==> config.mk <==
export PLATFORM = sky130hd
export DESIGN_NAME = axi4_lite_req_arbiter
export DESIGN_NICKNAME = d
export VERILOG_FILES = /design/src/rtl/axi4_lite_req_arbiter.sv
export SDC_FILE = /design/constraint.sdc
export NUM_CORES = 1
export LEC_CHECK = 0
export CAP_MARGIN = 20
export CORE_MARGIN = 2
export CORE_UTILIZATION = 35
export CTS_CLUSTER_SIZE = 20
export DETAILED_ROUTE_END_ITERATION = 16
export PLACE_DENSITY = 0.63
export SYNTH_ARGS = -nofsm -noshare
export SYNTH_HDL_FRONTEND = slang
export SYNTH_SLANG_ARGS = --single-unit
==> constraint.sdc <==
create_clock -name ACLK -period 10.3 [get_ports ACLK]
set_clock_uncertainty 0.15 [all_clocks]
set_input_delay 1.545 -clock ACLK [delete_from_list [all_inputs] [get_ports ACLK]]
set_output_delay 1.545 -clock ACLK [all_outputs]
set_load 0.01 [all_outputs]
==> src/rtl/axi4_lite_req_arbiter.sv <==
// ---------------------------------------------------------------------------
// axi4_lite_req_arbiter
//
// Shares one AXI4-Lite master between NUM_REQ requesters. A winner is picked
// in IDLE (round-robin from rr_ptr, or fixed lowest-index-first when
// ARB_FIXED_PRIO_EN is defined). Its address, write data and direction are
// latched and a one-cycle START_READ/START_WRITE pulse goes to the master.
// The block then snoops the R or B handshake to detect completion and returns
// the read data and response to the owner with a one-cycle done pulse.
// Exactly one transaction is in flight at a time.
//
// Configuration macro:
//   ARB_FIXED_PRIO_EN  defined   -> fixed priority, lowest index wins
//                      undefined -> round-robin (default)
//
// Ports:
//   ACLK, ARESETN             clock, synchronous active-low reset
//   req_valid/req_write       per-requester request and direction (1 = write)
//   req_addr/req_wdata        flattened, requester i at [i*W +: W]
//   grant                     one-hot owner, valid ISSUE..RESP
//   done                      one-cycle completion pulse to the owner
//   rsp_rdata/rsp_err         read data / captured RRESP or BRESP
//   busy                      FSM not in IDLE
//   m_start_read/write        one-cycle launch pulses to the master
//   m_address/m_wdata         request fields driven to the master
//   bus_*                     snooped R/B channel handshakes and payload
// ---------------------------------------------------------------------------
module axi4_lite_req_arbiter #(
  parameter int NUM_REQ = 4,
  parameter int ADDR_W  = 32,
  parameter int DATA_W  = 32
) (
  input  logic                      ACLK,
  input  logic                      ARESETN,
  input  logic [NUM_REQ-1:0]        req_valid,
  input  logic [NUM_REQ-1:0]        req_write,
  input  logic [NUM_REQ*ADDR_W-1:0] req_addr,
  input  logic [NUM_REQ*DATA_W-1:0] req_wdata,
  output logic [NUM_REQ-1:0]        grant,
  output logic [NUM_REQ-1:0]        done,
  output logic [DATA_W-1:0]         rsp_rdata,
  output logic                      rsp_err,
  output logic                      busy,
  output logic                      m_start_read,
  output logic                      m_start_write,
  output logic [ADDR_W-1:0]         m_address,
  output logic [DATA_W-1:0]         m_wdata,
  input  logic                      bus_rvalid,
  input  logic                      bus_rready,
  input  logic                      bus_bvalid,
  input  logic                      bus_bready,
  input  logic [DATA_W-1:0]         bus_rdata,
  input  logic                      bus_rresp,
  input  logic                      bus_bresp
);

  localparam int IDX_W = (NUM_REQ > 1) ? $clog2(NUM_REQ) : 1;

  typedef enum logic [1:0] {
    S_IDLE  = 2'd0,
    S_ISSUE = 2'd1,
    S_WAIT  = 2'd2,
    S_RESP  = 2'd3
  } state_t;

  state_t           state;
  logic [IDX_W-1:0] rr_ptr;
  logic             owner_wr;   // direction of the transaction in flight

  // -------------------------------------------------------------------------
  // Winner search: first pending requester at or after rr_ptr, with wrap.
  // In fixed-priority builds rr_ptr never leaves 0, so this is lowest-first.
  // -------------------------------------------------------------------------
  logic               win_found;
  logic [NUM_REQ-1:0] win_onehot;
  logic               win_write;
  logic [ADDR_W-1:0]  win_addr;
  logic [DATA_W-1:0]  win_wdata;

  always_comb begin
    // NOTE: every output of a combinational block gets a default before any
    // conditional assignment; otherwise a latch is inferred.
    win_found  = 1'b0;
    win_onehot = '0;
    win_write  = 1'b0;
    win_addr   = '0;
    win_wdata  = '0;
    for (int k = 0; k < NUM_REQ; k++) begin
      int j;
      j = int'(rr_ptr) + k;
      if (j >= NUM_REQ) j = j - NUM_REQ;
      if (!win_found && req_valid[j]) begin
        win_found     = 1'b1;
        win_onehot[j] = 1'b1;
        win_write     = req_write[j];
        win_addr      = req_addr[j*ADDR_W +: ADDR_W];
        win_wdata     = req_wdata[j*DATA_W +: DATA_W];
      end
    end
  end

`ifndef ARB_FIXED_PRIO_EN
  // Pointer to the requester after the current owner, derived from grant.
  logic [IDX_W-1:0] rr_next;

  always_comb begin
    rr_next = '0;
    for (int i = 0; i < NUM_REQ; i++) begin
      if (grant[i]) rr_next = (i == NUM_REQ - 1) ? '0 : IDX_W'(i + 1);
    end
  end
`endif

  // Completion handshakes; only the one matching the owner's direction counts.
  logic r_hs, b_hs;
  assign r_hs = bus_rvalid & bus_rready;
  assign b_hs = bus_bvalid & bus_bready;

  // -------------------------------------------------------------------------
  // Single FSM with registered outputs.
  // -------------------------------------------------------------------------
  always_ff @(posedge ACLK) begin
    // NOTE: sequential state uses non-blocking assignments so every flop
    // samples pre-edge values regardless of statement order.
    if (!ARESETN) begin
      state         <= S_IDLE;
      rr_ptr        <= '0;
      owner_wr      <= 1'b0;
      grant         <= '0;
      done          <= '0;
      rsp_rdata     <= '0;
      rsp_err       <= 1'b0;
      busy          <= 1'b0;
      m_start_read  <= 1'b0;
      m_start_write <= 1'b0;
      m_address     <= '0;
      m_wdata       <= '0;
    end else begin
      case (state)
        S_IDLE: begin
          if (win_found) begin
            grant         <= win_onehot;
            owner_wr      <= win_write;
            m_address     <= win_addr;
            m_wdata       <= win_wdata;
            m_start_write <= win_write;
            m_start_read  <= ~win_write;
            busy          <= 1'b1;
            state         <= S_ISSUE;
          end
        end

        S_ISSUE: begin
          // Launch pulse lasts exactly this one cycle.
          m_start_read  <= 1'b0;
          m_start_write <= 1'b0;
          state         <= S_WAIT;
        end

        S_WAIT: begin
          if (owner_wr && b_hs) begin
            rsp_err <= bus_bresp;
            done    <= grant;
            state   <= S_RESP;
          end else if (!owner_wr && r_hs) begin
            rsp_rdata <= bus_rdata;
            rsp_err   <= bus_rresp;
            done      <= grant;
            state     <= S_RESP;
          end
        end

        S_RESP: begin
`ifndef ARB_FIXED_PRIO_EN
          rr_ptr    <= rr_next;
`endif
          done      <= '0;
          grant     <= '0;
          m_address <= '0;
          m_wdata   <= '0;
          busy      <= 1'b0;
          state     <= S_IDLE;
        end

        default: state <= S_IDLE;
      endcase
    end
  end

endmodule

==> metrics, run 1 <==
GRT Max-Usage Layer=met2; chip width=201.4 um; Final period util=47.87%; Placer Congestion=0.8062; Nets=1932; Crit path depth=9; Synth Cell Area=13640 sq um; max-cap violations=0; CP max-delay cell=buf_4; Inserted Clock Buffers=17; sequential area share after synthesis=16.58%; Seq pwr share=24.0%; HP Class=reg -> reg; GRT Util Overall=24.41%; M2 GR Usage=41.19%; WS Path Type=in -> reg; most frequent cells in the layout=clkdlybuf4s50_1 (410), mux4_2 (199), mux2i_1 (130); CP endpoint=m_address[22]; CP Launch Type=input port; area share of the largest cell type after synthesis=33.01%; prevailing post-synth register cell=dfxtp_1; outcome=finished clean; total grt overflow=0; clock-pin slew on the worst setup and hold paths=0.06 ns; Via density=6.397; share of layout cells above drive strength 1=20.75%; Worst R2R Start=rr_ptr[0]; WL per Instance=23.66 um; sw frac=39.73%; CTS Hold Bufs=0; Pwr Density=149.6 nW/um^2; Max Slew Vio Count=0; fin crit period=4.931 ns; synth warn=0; most common cell after layout, fill and taps aside=clkdlybuf4s50_1; most used cell, CP=buf_4; Arrival @ worst endpoint=5.11 ns; Setup-failing EPs final=0; worst hold path startpoint=rsp_rdata[5]; mean post-synth cell area=10.18 sq um; DR pass1 iterations=7; Comb pwr share=53.2%; DP HPWL=32.66 mm; Final Hold Fails=0; starting density of the core=35.39%; CTS tree=done; ranking of synthesized cells by area=mux4_2 (33%), dfxtp_1 (17%), mux2i_1 (9.5%), nand3_2 (4.4%), o32ai_1 (4.1%); EDFF count, synth=0; Layout area overhead=35.43%; FF-to-FF path depth=8; DRC=0; share of flip-flops with an asynchronous set or reset=0%; port bufs=411; Top Family by Delay on Critical Path=buffers and inverters; Worst Path Required=10.48 ns; Final Cell Area=18480 sq um; maximum fanout along the worst path=72; Pleak=0.005523 uW; leading area contributor after synthesis=mux4_2; largest net degree at the start of global routing=79; Mapped Nets=1655; Slew HR=24.64%; vias post-DR=13767; FP Rows=72; fillers=3606; Root Driver=clkbuf_16; final antenna-violating net count=0; grt met3 use=5.345%; Worst setup EP type=flop; critical-path cell list=buf_2 -> buf_4 -> inv_2 -> buf_4 -> nor4b_2 -> buf_4 -> buf_4 -> nand2_1 -> o32ai_1; total I/O pin count=412; RSZ-0062 raised after global routing=false; sequential cell area=2270 sq um; #FFs+latches synth=113; Die Ht=201.4 um; fmax=202.8 MHz; placed instance area=17830 sq um; first-pass GRT wire length=78.83 mm; vias in the first global route=13945; Sink Count=113; total negative slack=0 ns; die area=40580 sq um; CP startpoint=ARESETN; Psw=1098 uW; CTS Buffer Depth=2; clk_lat worst skew=0.42 ns; # resized after CTS=0; WP buf/inv=6; Reg-to-Reg End=m_address[22]; clock network fraction of total power=22.8%; H-tree levels=4; Reg2Reg Setup Slack=5.53 ns; Core Box Area=38560 sq um; met1 GRT Util=30.33%; multi-input logic area=10560 sq um; Synth cell types=49; P_int=1667 uW; Largest stage delay, worst path=0.87 ns; Worst-Margin Slew=1.130 ns; wirelength, routed=50.92 mm; WHS=0.3012 ns; initial DRC count=1108; post-CTS setup repair buffer count=0; Mapped Cells=1340; VDD IR-drop max=0.1385 mV; initial antenna violation count=4
## cell usage after synthesis, types with 60 or more instances
| master | instances |
|---|---|
| and3_1 | 69 |
| clkbuf_1 | 113 |
| dfxtp_1 | 113 |
| mux2i_1 | 130 |
| mux4_2 | 200 |
| nand2_1 | 72 |
| nand2b_1 | 69 |
| nand3_1 | 68 |
| nand3_2 | 60 |
| nand4_1 | 64 |
| o211ai_1 | 64 |
| o22ai_1 | 64 |
| o32ai_1 | 64 |
## stage by stage
step,std cells,total power (uW),utilization [%],setup slack [ns]
after floorplan,1340,1520,-,6.523
after global placement,2115,2113,46.24,5.068
after detailed placement,2115,2140,46.24,4.978
after CTS,2146,2782,47.82,5.444
after global routing,2151,2918,47.92,5.167
final,2152,2765,47.93,5.369
## state kept, by name, indices dropped and copies added (netlist names)
register / cells
rr_ptr: 2
busy: 1
m_start_read: 1
state: 2
rsp_rdata: 32
owner_wr: 1
rsp_err: 1
done: 4
m_wdata: 32
m_address: 32
grant: 4
m_start_write: 1
## power groups by stage
stage / combinational [uW] / sequential (uW) / clock, uW
detailed placement: 1470 / 671 / 0
finish: 1470 / 664 / 631
global route: 1570 / 679 / 665
CTS: 1470 / 665 / 646
floorplan: 836 / 683 / 0
global placement: 1440 / 673 / 0
## worst min-delay path by stage
stage	to	cells after the start	slack, ns
final	rsp_rdata[5]	2	0.30
after global routing	rsp_rdata[28]	2	0.32
after CTS	rsp_rdata[23]	2	0.31
after detailed placement	rsp_rdata[23]	2	0.30
after global placement	rsp_rdata[22]	2	0.29
after floorplan	rsp_rdata[0]	2	0.33
## cells by family after synthesis
family / after synthesis / synth area share [%]
mux: 331 / 42.63
fa+ha+maj: 11 / 1.009
simple gates: 430 / 19.64
compound gates: 263 / 13.78
buf+inv: 192 / 6.355
flops: 113 / 16.58
## worst min-delay path, stage by stage (launching register included)
cell	delay [ns]
dfxtp_1	0.30
nand2_1	0.05
a21oi_1	0.05
## area by class of cell
type	instances	area share [%]
Antenna cell	5	0.06771
Clock buffer	19	2.512
Clock inverter	12	0.7922
Inverter	12	0.2438
Multi-Input combinational cell	1035	57.15
Sequential cell	113	12.28
Tap cell	518	3.507
Timing Repair Buffer	438	23.44
## routing by layer
metal,vias up,part of all wire [%]
met5,-,0
met4,0,3.0
met3,84,7.8
met2,677,49
met1,6930,40
li1,6076,-
(Power assumes the default switching activity.)
==> run 2: changes to the inputs <==
--- a/config.mk
+++ b/config.mk
@@ -10,7 +10,7 @@
 export CORE_UTILIZATION = 35
 export CTS_CLUSTER_SIZE = 20
 export DETAILED_ROUTE_END_ITERATION = 16
-export PLACE_DENSITY = 0.63
+export PLACE_DENSITY = 0.65
 export SYNTH_ARGS = -nofsm -noshare
 export SYNTH_HDL_FRONTEND = slang
 export SYNTH_SLANG_ARGS = --single-unit
==> constraint.sdc (replaced) <==
create_clock -name ACLK -period 4.45 [get_ports ACLK]
set_clock_uncertainty 0.15 [all_clocks]
set_input_delay 0.6675 -clock ACLK [delete_from_list [all_inputs] [get_ports ACLK]]
set_output_delay 0.6675 -clock ACLK [all_outputs]
set_load 0.01 [all_outputs]
==> run 2 against run 1 <==
  * First-iteration DRC count shrank 1.2%
  * Global-route usage increased by 0.36 points
  * Final cell count about the same
  * Via count is 0.94% higher
  * Largest power group unchanged
==> metrics, run 2 (synthesized netlist as in run 1, its figures left out) <==
Arrival @ worst endpoint=3.52 ns; FP Rows=72; Final Hold Fails=0; Root Driver=clkbuf_16; Pleak=0.005536 uW; Layout area overhead=35.81%; Worst Hold End=rsp_rdata[14]; CTS Buffer Depth=2; Top Family by Delay on Critical Path=simple AND/OR/NAND/NOR gates; HP Class=reg -> reg; DRC=0; Reg-to-Reg End=m_address[10]; port bufs=411; clock-pin slew on the worst setup and hold paths=0.06 ns; vias in the first global route=13907; final antenna-violating net count=0; WS Path Type=reg -> reg; WP buf/inv=1; initial DRC count=1095; Via density=6.454; multi-input logic area=10560 sq um; die area=40580 sq um; worst hold path startpoint=rsp_rdata[14]; Pwr Density=343.1 nW/um^2; total grt overflow=0; vias post-DR=13896; Slew HR=26.71%; Inserted Clock Buffers=17; DP HPWL=33.40 mm; wirelength, routed=51.78 mm; Nets=1934; CP Launch Type=flop; CP startpoint=rr_ptr[0]; DR pass1 iterations=5; critical-path cell list=inv_1 -> ha_4 -> mux4_2 -> or3b_4 -> o32ai_1 -> o211ai_1; Largest regs=m_address (32), m_wdata (32), rsp_rdata (32); GRT Util Overall=24.77%; chip width=201.4 um; fillers=3597; first-pass GRT wire length=79.67 mm; post-CTS setup repair buffer count=0; Die Ht=201.4 um; maximum fanout along the worst path=64; total I/O pin count=412; Worst setup EP type=flop; fin crit period=3.341 ns; overall power=6358 uW; H-tree levels=4; most frequent cells in the layout=clkdlybuf4s50_1 (410), mux4_2 (199), mux2i_1 (130); Max Slew Vio Count=0; starting density of the core=35.39%; Core Box Area=38560 sq um; FF-to-FF path depth=6; RSZ-0062 raised after global routing=false; WHS Path Cells=2; Setup-failing EPs final=0; CTS tree=done; fmax=299.3 MHz; CTS Hold Bufs=0; most common cell after layout, fill and taps aside=clkdlybuf4s50_1; outcome=finished clean; Worst R2R Start=rr_ptr[0]; WL per Instance=24.05 um; sequential cell area=2270 sq um; clk_lat worst skew=0.42 ns; Worst Path Required=4.63 ns; share of layout cells above drive strength 1=20.83%; initial antenna violation count=3; total negative slack=0 ns; largest net degree at the start of global routing=152; Placer Congestion=0.8218; max-cap violations=0; Reg2Reg Setup Slack=1.11 ns; # resized after CTS=0; Final period util=75.08%; Worst-Margin Slew=1.099 ns; Largest stage delay, worst path=0.98 ns; Sink Count=113; CP max-delay cell=or3b_4; VDD IR-drop max=0.4810 mV
run 2: tightest hold or removal path, cell delays in order (launching register included):
cell	delay (ns)
dfxtp_1	0.31
nand2_1	0.05
a21oi_1	0.05
run 2: report_power, final:
group	switching, uW	total, uW	leakage, uW	internal [uW]
clock	584	1360	0.000272	776
sequential	222	1520	0.000927	1300
combinational	1760	3480	0.00434	1720
run 2: routing by layer:
| layer | part of all wire (%) | vias up | routed length (um) | global-route usage, % |
|---|---|---|---|---|
| met1 | 40 | 6927 | 20520 | 31.72 |
| met3 | 7.8 | 133 | 4041 | 4.568 |
| met5 | 0 | - | 0 | 0 |
| met2 | 48 | 752 | 24980 | 40.41 |
| met4 | 4.3 | 0 | 2237 | 11.95 |
| li1 | - | 6084 | - | - |
run 2: worst max-delay path by stage:
| stage | endpoint | slack (ns) | cells after the start |
|---|---|---|---|
| final | m_address[10] | 1.11 | 6 |
| after global routing | m_address[22] | 0.97 | 6 |
| after CTS | m_address[10] | 1.13 | 6 |
| after detailed placement | m_wdata[13] | 0.74 | 5 |
| after global placement | m_address[22] | 0.72 | 5 |
| after floorplan | m_address[0] | 0.67 | 14 |
run 2: cell type report:
cell class	instances	area share, %
inverter	12	0.2431
timing repair buffer	440	23.96
multi-input combinational	1035	57.00
antenna	3	0.04051
tap	518	3.498
clock buffer	18	2.316
sequential	113	12.25
clock inverter	14	0.7022
run 2: stage by stage:
step	cell area [sq um]	hold WS (ns)	util, %	setup WS, ns	instances
after floorplan	13640	0.3305	-	0.6734	1340
after global placement	17960	0.2918	46.59	0.7164	2118
after detailed placement	17960	0.2959	46.59	0.7399	2118
after CTS	18520	0.3044	48.04	1.130	2150
after global routing	18530	0.3216	48.06	0.9729	2153
final	18530	0.3013	48.06	1.109	2153
